$ cat src/rtl/msrv32_pkg.sv
// Shared write-back stage definitions: result source selects, load funct3 codes, FSM states.
package msrv32_pkg;

  typedef enum logic [1:0] {
    WB_SRC_ALU  = 2'b00,
    WB_SRC_LOAD = 2'b01,
    WB_SRC_PC4  = 2'b10,
    WB_SRC_CSR  = 2'b11
  } wb_src_e;

  localparam logic [2:0] F3_LB  = 3'b000;
  localparam logic [2:0] F3_LH  = 3'b001;
  localparam logic [2:0] F3_LW  = 3'b010;
  localparam logic [2:0] F3_LBU = 3'b100;
  localparam logic [2:0] F3_LHU = 3'b101;

  typedef enum logic {
    WB_ST_IDLE     = 1'b0,
    WB_ST_WAIT_MEM = 1'b1
  } wb_state_e;

endpackage

$ cat src/rtl/msrv32_load_align.sv
// Combinational load data extraction (byte/half/word select, sign/zero extend)
// and misalignment detection.
module msrv32_load_align
  import msrv32_pkg::*;
#(
  parameter int unsigned XLEN = 32
) (
  input  logic [2:0]      funct3,
  input  logic [1:0]      lsb,
  input  logic [XLEN-1:0] rdata,
  output logic [XLEN-1:0] data,
  output logic            misaligned
);

  logic [7:0]  byte_v;
  logic [15:0] half_v;

  always_comb begin
    byte_v     = rdata[{lsb, 3'b000} +: 8];
    half_v     = rdata[{lsb[1], 4'b0000} +: 16];
    data       = '0;
    misaligned = 1'b0;
    case (funct3)
      F3_LB:   data = {{(XLEN-8){byte_v[7]}}, byte_v};
      F3_LH:   data = {{(XLEN-16){half_v[15]}}, half_v};
      F3_LW:   data = rdata;
      F3_LBU:  data = {{(XLEN-8){1'b0}}, byte_v};
      F3_LHU:  data = {{(XLEN-16){1'b0}}, half_v};
      default: data = '0;
    endcase
    misaligned = (((funct3 == F3_LH) || (funct3 == F3_LHU)) && (lsb == 2'b11)) ||
                 ((funct3 == F3_LW) && (lsb != 2'b00));
  end

endmodule

$ cat src/rtl/msrv32_wb_stage.sv
// Write-back stage: result select, load wait FSM, registered register-file write pulse.
// Optional retired-instruction counter on instret_out when MSRV32_WB_INSTRET_EN is defined.
module msrv32_wb_stage
  import msrv32_pkg::*;
#(
  parameter int unsigned XLEN      = 32,
  parameter int unsigned INSTRET_W = 64
) (
  input  logic            ms_risc32_mp_clk_in,
  input  logic            ms_risc32_mp_rst_in,
  input  logic            wb_valid_in,
  output logic            wb_ready_out,
  input  logic [4:0]      wb_rd_addr_in,
  input  logic            wb_wr_en_in,
  input  logic [1:0]      wb_src_sel_in,
  input  logic [2:0]      wb_funct3_in,
  input  logic [1:0]      wb_addr_lsb_in,
  input  logic [XLEN-1:0] alu_result_in,
  input  logic [XLEN-1:0] pc_plus4_in,
  input  logic [XLEN-1:0] csr_data_in,
  input  logic            dmem_rvalid_in,
  input  logic [XLEN-1:0] dmem_rdata_in,
  output logic [4:0]      rd_addr_out,
  output logic [XLEN-1:0] rd_out,
  output logic            wr_en_out,
  output logic            load_misaligned_out
`ifdef MSRV32_WB_INSTRET_EN
  ,
  output logic [INSTRET_W-1:0] instret_out
`endif
);

  if (XLEN != 32 || INSTRET_W == 0) begin : g_cfg_check
    $error("msrv32_wb_stage: only XLEN=32 and nonzero INSTRET_W are supported");
  end

  wb_state_e       state, state_nxt;
  logic            accept, is_load, load_done;
  logic [4:0]      cap_rd;
  logic            cap_wr_en;
  logic [2:0]      cap_funct3;
  logic [1:0]      cap_lsb;
  logic [2:0]      al_funct3;
  logic [1:0]      al_lsb;
  logic [XLEN-1:0] al_data;
  logic            al_mis;
  logic [XLEN-1:0] sel_result;

  assign wb_ready_out = (state == WB_ST_IDLE);
  assign accept       = wb_valid_in & wb_ready_out;
  assign is_load      = (wb_src_sel_in == WB_SRC_LOAD);
  assign load_done    = (state == WB_ST_WAIT_MEM) & dmem_rvalid_in;

  // One aligner serves both uses: live sideband for the misalign check at
  // accept, captured sideband for data extraction while waiting on memory.
  assign al_funct3 = wb_ready_out ? wb_funct3_in   : cap_funct3;
  assign al_lsb    = wb_ready_out ? wb_addr_lsb_in : cap_lsb;

  msrv32_load_align #(.XLEN(XLEN)) u_align (
    .funct3     (al_funct3),
    .lsb        (al_lsb),
    .rdata      (dmem_rdata_in),
    .data       (al_data),
    .misaligned (al_mis)
  );

  always_comb begin
    sel_result = '0;
    case (wb_src_e'(wb_src_sel_in))
      WB_SRC_ALU: sel_result = alu_result_in;
      WB_SRC_PC4: sel_result = pc_plus4_in;
      WB_SRC_CSR: sel_result = csr_data_in;
      default:    sel_result = '0;
    endcase
  end

  always_comb begin
    state_nxt = state;
    case (state)
      WB_ST_IDLE:     if (accept && is_load && !al_mis) state_nxt = WB_ST_WAIT_MEM;
      WB_ST_WAIT_MEM: if (dmem_rvalid_in) state_nxt = WB_ST_IDLE;
      default:        state_nxt = WB_ST_IDLE;
    endcase
  end

  always_ff @(posedge ms_risc32_mp_clk_in or negedge ms_risc32_mp_rst_in) begin
    if (!ms_risc32_mp_rst_in) begin
      state               <= WB_ST_IDLE;
      cap_rd              <= '0;
      cap_wr_en           <= 1'b0;
      cap_funct3          <= '0;
      cap_lsb             <= '0;
      rd_addr_out         <= '0;
      rd_out              <= '0;
      wr_en_out           <= 1'b0;
      load_misaligned_out <= 1'b0;
    end else begin
      state               <= state_nxt;
      wr_en_out           <= 1'b0;
      load_misaligned_out <= 1'b0;
      if (accept) begin
        cap_rd     <= wb_rd_addr_in;
        cap_wr_en  <= wb_wr_en_in;
        cap_funct3 <= wb_funct3_in;
        cap_lsb    <= wb_addr_lsb_in;
      end
      if (accept && !is_load) begin
        if (wb_wr_en_in && (wb_rd_addr_in != 5'd0)) begin
          rd_addr_out <= wb_rd_addr_in;
          rd_out      <= sel_result;
          wr_en_out   <= 1'b1;
        end
      end else if (accept && is_load && al_mis) begin
        load_misaligned_out <= 1'b1;
      end
      if (load_done && cap_wr_en && (cap_rd != 5'd0)) begin
        rd_addr_out <= cap_rd;
        rd_out      <= al_data;
        wr_en_out   <= 1'b1;
      end
    end
  end

`ifdef MSRV32_WB_INSTRET_EN
  always_ff @(posedge ms_risc32_mp_clk_in or negedge ms_risc32_mp_rst_in) begin
    if (!ms_risc32_mp_rst_in) begin
      instret_out <= '0;
    end else if ((accept && !is_load) || load_done) begin
      instret_out <= instret_out + 1'b1;
    end
  end
`endif

endmodule
$ cat config.mk
export PLATFORM = sky130hd
export DESIGN_NAME = msrv32_wb_stage
export DESIGN_NICKNAME = d
export VERILOG_FILES = /design/src/rtl/msrv32_pkg.sv /design/src/rtl/msrv32_load_align.sv /design/src/rtl/msrv32_wb_stage.sv
export SDC_FILE = /design/constraint.sdc
export NUM_CORES = 1
export LEC_CHECK = 0
export ABC_AREA = 1
export BUFFER_PORTS_ARGS = -buffer_cell sky130_fd_sc_hd__buf_4
export CAP_MARGIN = 5
export CORE_MARGIN = 8
export CORE_UTILIZATION = 40
export CTS_CLUSTER_SIZE = 16
export DETAILED_ROUTE_END_ITERATION = 8
export PLACE_DENSITY_LB_ADDON = 0.05
export SLEW_MARGIN = 20
export SYNTH_ARGS = -nofsm -noshare
export SYNTH_HDL_FRONTEND = slang
export SYNTH_HIERARCHICAL = 1
export SYNTH_SLANG_ARGS = --single-unit
$ cat constraint.sdc
create_clock -name ms_risc32_mp_clk_in -period 3.5 [get_ports ms_risc32_mp_clk_in]
set_input_delay 0.7 -clock ms_risc32_mp_clk_in [delete_from_list [all_inputs] [get_ports ms_risc32_mp_clk_in]]
set_output_delay 0.7 -clock ms_risc32_mp_clk_in [all_outputs]
set_load 0.02 [all_outputs]
==> impl_metrics.ini, run 1 <==
[clock_network]
postCtsHoldBufs = 0
root_buffer = sky130_fd_sc_hd__clkbuf_8
cts_htree_levels = 2
cts-buffers-inserted = 5
worstSkewPairLatency_ns = 0.30
cts_tree = yes
post-cts-setup-buffers = 0
cts.reportedPaths.clkPinSlew_ns = 0.09
numClockSinks = 51
ctsLongestPathBuffers = 2
cts-resized-gates = 0

[final_layout]
fillerInstances = 980
drive_gt1_share_pct = 29.1
final_cell_area_sq_um = 5420
antenna_cells = 0
multi_input_logic_area_sq_um = 2260
fin_nets = 954
utilization_pct = 56.0
synthToLayoutAreaGrowth_pct = 37.6
final-seq-area_sq_um = 1280

[critical_path]
setup.worst_path.end_class = register
critPathArrivalTime_ns = 2.62
cp.required_ns = 3.75
crit_chain = buf_4, inv_2, nor2_2, nor2_4, nand2_4, inv_2, nand2_1, nand3_1
worst_path_most_repeated_cell = sky130_fd_sc_hd__inv_2
critical_path.max_fanout = 36
r2r_cells = 6
timing_worst_setup_path_type = primary input to register
critical-path-slowest-cell = sky130_fd_sc_hd__inv_2
crit_start_category = primary input
slowest_delay_ns = 0.53

[route]
ant_nets = 0
detail_route.iter0.violations = 456
routed_wl_um = 15300
average_wire_per_standard_cell_um = 16.3
avgViaCountPerCell = 5.14
drcViolationCount = 0
firstDrtPassIters = 5
routed-via-count = 4845

[synth]
synth.yosys.warnings = 6
count_of_mapped_cells_out_of_synthesis = 649
asyncSetResetFlopFracSynth_pct = 100
postSynthAreaPerCell_sq_um = 6.07
synth_xor_xnor_area_share_pct = 0
synth_nets = 794
synth.top_cells.by_count = 273 x sky130_fd_sc_hd__nand2_1, 156 x sky130_fd_sc_hd__nand3_1, 51 x sky130_fd_sc_hd__dfrtp_1
synth_top_flop_cell = sky130_fd_sc_hd__dfrtp_1
synth_sequential_area_ratio_pct = 32.4
synth_edf_count = 0
synth_simple_gate_area_share_pct = 54.5
synthMuxAreaShare_pct = 0
yosysUniqueCellTypes = 22
netlist.area_leader.share_pct = 32.4
synth_top_family_by_area = simple AND/OR/NAND/NOR gates
synthAdderAreaFrac_pct = 0
post-synth-top-count-cell = sky130_fd_sc_hd__nand2_1
syn_area_sq_um = 3940
synth.ff_latch_count = 51
synth_compound_gate_area_share_pct = 2.92
synth.top_cells.by_area = sky130_fd_sc_hd__dfrtp_1 32%, sky130_fd_sc_hd__nand2_1 26%, sky130_fd_sc_hd__nand3_1 20%
synth.largest_area_cell = sky130_fd_sc_hd__dfrtp_1

[global_routing]
global_route_wire_length_before_repair_um = 23800
busiest_layer = met2
via_count_of_the_first_global_routing_pass = 4612
grt_antenna_before_repair = 0
groute.usage.overall_pct = 22.3
grt_max_degree = 52
grt_use_met2_pct = 35.2
use_met3_pct = 5.41
grt.overflow.total = 0
grt.met1_usage_pct = 29.9

[die]
die-height_um = 115
std_cell_rows = 36
die_w_um = 115
core_area_sq_um = 9680
die_area_sq_um = 13300
floorplan.io_pins = 185
initial_core_utilization_pct = 40.7

[timing]
holdWs_ns = 0.409
max_freq_ghz = 0.422
min_period_ns = 2.37
tightest_slew_ns = 0.675
grt_setup_unrepaired = false
fin_crit_sh_pct = 67.8
hold_viol = 0
skew_ns = 0.00258
finalSetupViolations = 0
slew_headroom_pct = 54.9
setup-tns-final_ns = 0
report.final.slew_viol_count = 0

[place]
placement.cell_area_sq_um = 5320
detailedPlacementHpwl_um = 11900
place.port_buffers = 184
placer_congestion = 0.943

[min_path]
worst_hold_path_type = primary input to asynchronous set/reset pin

[flow_run]
max_cap_viol_count = 0

[power]
leakagePower_nw = 3.03
power.density_nw_per_um2 = 396
vdd_ir_drop_max_v = 0.000220

[run_status]
status = finished, final reports clean
==> metrics by stage <==
step,total power [mW],setup slack (ns),instances
after global placement,1.76,0.933,935
after CTS,2.16,1.16,943
after detailed placement,1.77,0.841,935
after floorplan,1.33,1.30,649
after global routing,2.28,0.987,943
final,2.14,1.13,943
==> cell usage in the layout, fill, tap and decap left out, drive strengths merged <==
cell type / count
nand3: 157
a21oi: 1
o22ai: 1
clkinvlp: 1
nand2: 284
nor3: 2
nor2: 46
o21ai: 20
buf: 190
clkbuf: 7
inv: 50
dfrtp: 51
==> logic make-up (layout without fill, tap and decap cells) <==
logic type	Yosys count	count (layout)
AO/OA/AOI/OAI	22	22
buffers and inverters	87	248
flip-flops	51	51
AND/OR/NAND/NOR	489	489
==> final cells by class <==
type,instances,area share [%]
multi-input combinational,511,41.7
timing repair buffer,190,26.3
sequential,51,23.5
inverter,50,3.46
tap,133,3.07
clock buffer,7,1.78
clock inverter,1,0.138
==> final timing paths <==
kind / from / end / slack (ns)
min in group ms_risc32_mp_clk_in: rd_addr_out[3] / rd_addr_out[3] / 0.50
max reg2reg: state / rd_out[1] / 1.27
min: ms_risc32_mp_rst_in / cap_funct3[0] / 0.41
max in group asynchronous: ms_risc32_mp_rst_in / rd_out[9] / 2.64
max: wb_src_sel_in[0] / rd_out[3] / 1.13
min reg2reg: rd_addr_out[3] / rd_addr_out[3] / 0.50
==> power breakdown <==
| group | total, mW | switching [mW] | internal [mW] | leakage [nW] |
|---|---|---|---|---|
| Sequential | 0.799 | 0.0841 | 0.715 | 0.650 |
| Clock | 0.384 | 0.204 | 0.180 | 0.0505 |
| Combinational | 0.962 | 0.561 | 0.401 | 2.33 |
==> per-layer routing <==
| metal | vias up | wire length, um |
|---|---|---|
| met1 | 2235 | 6800 |
| li1 | 2369 | - |
| met2 | 217 | 6770 |
| met3 | 24 | 1490 |
| met4 | 0 | 271 |
| met5 | - | 0 |
==> worst max-delay path, delay by kind of cell <==
family / cells / cell delay (ns)
and+or+nand+nor: 5 / 0.77
buffers and inverters: 3 / 1.11
==> flip-flops by register name, summed over array words and instances, names as in the netlist <==
signal / flops
load_misaligned_out: 1
rd_addr_out: 5
wr_en_out: 1
cap_funct3: 3
cap_lsb: 2
cap_wr_en: 1
state: 1
rd_out: 32
cap_rd: 5
(Power assumes the default switching activity.)
==> run 2, diff against run 1 <==
==> constraint.sdc (replaced) <==
create_clock -name ms_risc32_mp_clk_in -period 2.01 [get_ports ms_risc32_mp_clk_in]
set_input_delay 0.402 -clock ms_risc32_mp_clk_in [delete_from_list [all_inputs] [get_ports ms_risc32_mp_clk_in]]
set_output_delay 0.402 -clock ms_risc32_mp_clk_in [all_outputs]
set_load 0.02 [all_outputs]
==> run 2 against run 1 <==
Register-to-register slack lost 1.1 ns. Sequential share of layout area shrank 0.59 points. Die area unchanged. Clock power grew 69%. Utilization rose by 1.4 points. Largest power group unchanged. Count of clock-buffer cells in the layout shrank 2. Sequential power increased by 74%. Via count grew 0.62%. Critical path type is now register to register.
==> impl_metrics.ini, run 2 (synthesized netlist as in run 1, its figures left out) <==
[run_status]
status = finished, final reports clean

[clock_network]
cts_htree_levels = 2
worstSkewPairLatency_ns = 0.32
cts-buffers-inserted = 5
ctsLongestPathBuffers = 2
postCtsHoldBufs = 0
cts_tree = yes
root_buffer = sky130_fd_sc_hd__clkbuf_8
cts.reportedPaths.clkPinSlew_ns = 0.11
numClockSinks = 51

[timing]
tightest_slew_ns = 0.675
min_period_ns = 1.83
hold_viol = 0
max_freq_ghz = 0.545
skew_ns = 0.0195
slew_headroom_pct = 55.0
fin_crit_sh_pct = 91.2
grt_setup_unrepaired = false
finalSetupViolations = 0
report.final.slew_viol_count = 0
worst_slack_ns = 0.177

[global_routing]
grt_max_degree = 52
grt_antenna_before_repair = 0
global_route_wire_length_before_repair_um = 24600
grt.overflow.total = 0
via_count_of_the_first_global_routing_pass = 4700
groute.usage.overall_pct = 23.3

[power]
power.density_nw_per_um2 = 676
leakagePower_nw = 3.11
design_power_total_mw = 3.76
vdd_ir_drop_max_v = 0.000384

[final_layout]
antenna_cells = 0
final_cell_mix = 273 x sky130_fd_sc_hd__nand2_1, 203 x sky130_fd_sc_hd__buf_4, 156 x sky130_fd_sc_hd__nand3_1
synthToLayoutAreaGrowth_pct = 41.1
drive_gt1_share_pct = 30.4
fin_nets = 969
largest_register = rd_out
final_cell_area_sq_um = 5560
number_of_flip_flops_in_the_largest_register = 32
final_common_cell = sky130_fd_sc_hd__nand2_1
biggestRegsByFlops = rd_out: 32 flops, cap_rd: 5 flops, rd_addr_out: 5 flops

[critical_path]
cp.required_ns = 2.22
critical_path.max_fanout = 11
setup.worst_path.end_class = register
critPathArrivalTime_ns = 2.05
crit_start_category = register
timing_worst_setup_path_type = register to register

[place]
place.port_buffers = 184
detailedPlacementHpwl_um = 12400
placement.cell_area_sq_um = 5440
placer_congestion = 0.953
place_worst_setup_slack_ns = -0.0619

[route]
ant_nets = 0
drcViolationCount = 0
avgViaCountPerCell = 5.09
routed_wl_um = 15600
average_wire_per_standard_cell_um = 16.3
firstDrtPassIters = 8
detail_route.iter0.violations = 430
routed-via-count = 4875

[die]
die_w_um = 115
die_area_sq_um = 13300
floorplan.io_pins = 185
std_cell_rows = 36
die-height_um = 115
initial_core_utilization_pct = 40.7
core_area_sq_um = 9680

[flow_run]
max_cap_viol_count = 0

[min_path]
worst_hold_path_type = primary input to asynchronous set/reset pin
-- run 2: changes by cell type in the layout (fill, tap and decap cells not counted), moves of 2 or more --
cell,delta
sky130_fd_sc_hd__buf_4,+13
sky130_fd_sc_hd__inv_6,+3
sky130_fd_sc_hd__buf_12,+2
sky130_fd_sc_hd__clkbuf_8,-2
-- run 2: report_power, final --
part           switching (mW)  leakage (nW)  internal (mW)
clock                   0.390        0.0491          0.257
sequential              0.148         0.650           1.24
combinational           0.987          2.41          0.736
total                    1.53          3.11           2.24
-- run 2: path summary, 6_finish.rpt --
check,start,to,slack (ns),cells after the start
max,state,rd_out[22],0.18,12
min,ms_risc32_mp_rst_in,cap_rd[4],0.11,1
max reg2reg,state,rd_out[22],0.18,12
min reg2reg,rd_addr_out[2],rd_addr_out[2],0.48,2
max in group asynchronous,ms_risc32_mp_rst_in,rd_out[10],1.45,1
min in group ms_risc32_mp_clk_in,wb_rd_addr_in[0],cap_rd[0],0.30,3
-- run 2: repair_timing --
item,4_1_cts,5_1_grt
pin swaps,1,0
buffers inserted,2,0
endpoints found under the setup margin,9,25
resized for setup,0,4
-- run 2: cell type report --
| cell class | count | area [sq um] |
|---|---|---|
| Clock inverter | 3 | 26.3 |
| Clock buffer | 5 | 68.8 |
| Fill cell | 964 | 4120 |
| Multi-Input combinational cell | 511 | 2270 |
| Inverter | 50 | 193 |
| Tap cell | 133 | 166 |
| Sequential cell | 51 | 1280 |
| Timing Repair Buffer | 205 | 1560 |
-- run 2: routing by layer --
metal  GRT usage [%]  wire, um
met1            31.7      6830
met2            36.0      6930
met3            5.57      1590
met4            5.95       225
met5               0         0
-- run 2: critical path, cell delays in order (launching register included) --
cell and delay [ns]:
sky130_fd_sc_hd__dfrtp_1 0.48, sky130_fd_sc_hd__buf_4 0.17, sky130_fd_sc_hd__nand2_1 0.04, sky130_fd_sc_hd__o21ai_1 0.07, sky130_fd_sc_hd__buf_4 0.19, sky130_fd_sc_hd__nor2_4 0.05
sky130_fd_sc_hd__nand2_4 0.14, sky130_fd_sc_hd__buf_4 0.22, sky130_fd_sc_hd__nor2_2 0.04, sky130_fd_sc_hd__nor2_1 0.10, sky130_fd_sc_hd__nand2_1 0.06, sky130_fd_sc_hd__nand2_1 0.08
sky130_fd_sc_hd__nand3_1 0.09
-- run 2: per-stage QoR --
stage / TNS (ns) / hold slack, ns / std cells / utilization, %
after floorplan: 0 / 0.106 / 649 / -
after global placement: 0 / 0.463 / 948 / 56.2
after detailed placement: -0.639 / 0.464 / 948 / 56.2
after CTS: 0 / 0.130 / 958 / 57.3
after global routing: 0 / 0.161 / 958 / 57.4
final: 0 / 0.112 / 958 / 57.4
==> run 3, diff against run 2 <==
--- a/config.mk
+++ b/config.mk
@@ -10,8 +10,8 @@
 export CAP_MARGIN = 5
 export CORE_MARGIN = 8
 export CORE_UTILIZATION = 40
-export CTS_CLUSTER_SIZE = 16
 export DETAILED_ROUTE_END_ITERATION = 8
+export GPL_TIMING_DRIVEN = 0
 export PLACE_DENSITY_LB_ADDON = 0.05
 export SLEW_MARGIN = 20
 export SYNTH_ARGS = -nofsm -noshare
==> run 3 against run 2 <==
Non-clock buffer count grew 15. Global-route usage grew 0.37 points. Utilization grew 0.36 points. Largest cell class unchanged. Design area grew 0.63%. Sequential power is essentially flat. Sequential cell count is the same. Sequential share of layout area shrank 0.12 points. Critical path type unchanged. Cell count grew 1.6%. Worst setup slack lost 0.067 ns. First-iteration DRC count grew 4.4%. Via count grew 0.78%. Largest power group unchanged. Combinational power is essentially flat.
==> impl_metrics.ini, run 3 (synthesized netlist as in run 1, its figures left out) <==
[global_routing]
use_met3_pct = 5.15
grt.overflow.total = 0
grt_max_degree = 52
grt_use_met2_pct = 37.8
grt_antenna_before_repair = 0
grt.met1_usage_pct = 31.4
via_count_of_the_first_global_routing_pass = 4799
global_route_wire_length_before_repair_um = 25000
groute.usage.overall_pct = 23.6
busiest_layer = met2

[final_layout]
antenna_cells = 0
synthToLayoutAreaGrowth_pct = 42.0
drive_gt1_share_pct = 31.2
fin_nets = 984
final_cell_area_sq_um = 5600
biggestRegsByFlops = rd_out: 32 flops, cap_rd: 5 flops, rd_addr_out: 5 flops
utilization_pct = 57.8
number_of_flip_flops_in_the_largest_register = 32
final_common_cell = sky130_fd_sc_hd__nand2_1
instances_no_fill = 973
largest_register = rd_out
final_cell_mix = 273 x sky130_fd_sc_hd__nand2_1, 185 x sky130_fd_sc_hd__buf_4, 156 x sky130_fd_sc_hd__nand3_1

[die]
die-height_um = 115
die_area_sq_um = 13300
die_w_um = 115
floorplan.io_pins = 185
std_cell_rows = 36
core_area_sq_um = 9680
initial_core_utilization_pct = 40.7

[power]
power.density_nw_per_um2 = 676
design_power_total_mw = 3.78
leakagePower_nw = 3.14
vdd_ir_drop_max_v = 0.000390

[route]
drcViolationCount = 0
average_wire_per_standard_cell_um = 16.6
ant_nets = 0
detail_route.iter0.violations = 449
routed-via-count = 4913
avgViaCountPerCell = 5.05
firstDrtPassIters = 5
routed_wl_um = 16200

[clock_network]
cts_htree_levels = 2
ctsLongestPathBuffers = 2
worstSkewPairLatency_ns = 0.31
numClockSinks = 51
cts-buffers-inserted = 5
root_buffer = sky130_fd_sc_hd__clkbuf_8
cts_tree = yes
cts.reportedPaths.clkPinSlew_ns = 0.10

[timing]
max_freq_ghz = 0.526
finalSetupViolations = 0
holdWs_ns = 0.111
fin_crit_sh_pct = 94.5
report.final.slew_viol_count = 0
skew_ns = 0.00559
min_period_ns = 1.90
slew_headroom_pct = 54.6
hold_viol = 0
tightest_slew_ns = 0.681
grt_setup_unrepaired = false

[place]
placed_cells_incl_taps = 965
place.port_buffers = 183
placer_congestion = 0.934
detailedPlacementHpwl_um = 13000
placement.cell_area_sq_um = 5480

[critical_path]
setup.worst_path.end_class = register
crit-reg2reg-launch = state
path_buf_inv = 1
timing_worst_setup_path_type = register to register
critical_path.max_fanout = 12
worst_r2r_setup_slack_ns = 0.11
critPathArrivalTime_ns = 2.15
cp.required_ns = 2.26
critical-path-slowest-cell = sky130_fd_sc_hd__dfrtp_2
r2r_cells = 7
crit_start_category = register
reg_to_reg_end = rd_out[2]
crit_chain = o21ai_2, inv_1, nor3_2, nand2_1, nand3_1, nand2_1, nand3_1
slowest_delay_ns = 0.51
timing.critical_path.max_delay_family = simple AND/OR/NAND/NOR gates

[run_status]
status = finished, final reports clean

[flow_run]
max_cap_viol_count = 0

[min_path]
worst_hold_path_type = primary input to asynchronous set/reset pin
-- run 3: changes by cell type in the layout (fill, tap and decap cells not counted), sizes merged --
cell      previous run  this run
buf                205       211
clkbuf               5        15
clkinvlp             0         1
inv                 52        50
-- run 3: through the flow --
| stage | setup TNS [ns] | worst slack [ns] |
|---|---|---|
| after detailed placement | -9.49 | -0.368 |
| after CTS | 0 | 0.0490 |
| after floorplan | 0 | 0.0581 |
| after global routing | 0 | 0.0235 |
| after global placement | -7.76 | -0.346 |
| final | 0 | 0.110 |
-- run 3: report_power, final --
group | switching, mW | total, mW | leakage, nW | internal (mW)
logic | 1.01 | 1.74 | 2.45 | 0.734
clock network | 0.368 | 0.650 | 0.0474 | 0.282
registers | 0.147 | 1.39 | 0.649 | 1.25
-- run 3: final cells by class --
cell class / instances / area [sq um]
tap: 133 / 166
timing repair buffer: 184 / 1380
clock buffer: 6 / 82.6
clock inverter: 2 / 16.3
sequential: 51 / 1280
fill: 979 / 4090
inverter: 50 / 188
buffer: 36 / 213
multi-input combinational: 511 / 2270
-- run 3: routing by layer --
metal  share of wire (%)  vias to the layer above
li1                    -                     2434
met2                  45                      211
met4                 1.7                        0
met5                   0                        -
met1                  45                     2250
met3                 8.0                       18
-- run 3: timing repair --
item                       in CTS  in global routing
setup endpoints to repair      34                 26
pin swaps                       0                  1
gates cloned                    0                  0
gates resized for setup         5                  4
hold buffers                    0                  0
buffers inserted                0                  1
-- run 3: worst max path at each step --
stage	startpoint	to	slack, ns	cells past startpoint
3_5_place_dp	state	rd_out[2]	-0.37	8
6_report	state	rd_out[2]	0.11	7
3_3_place_gp	state	rd_out[2]	-0.35	8
5_1_grt	state	rd_out[2]	0.02	7
2_1_floorplan	state	rd_out[29]	0.06	11
4_1_cts	state	rd_out[2]	0.05	8
-- run 3: worst reg2reg max path: cells and delay by family, from the launching register on --
kind,cells,cell delay (ns)
AO/OA/AOI/OAI,1,0.35
buffers and inverters,1,0.14
flip-flops,1,0.51
AND/OR/NAND/NOR,5,0.86
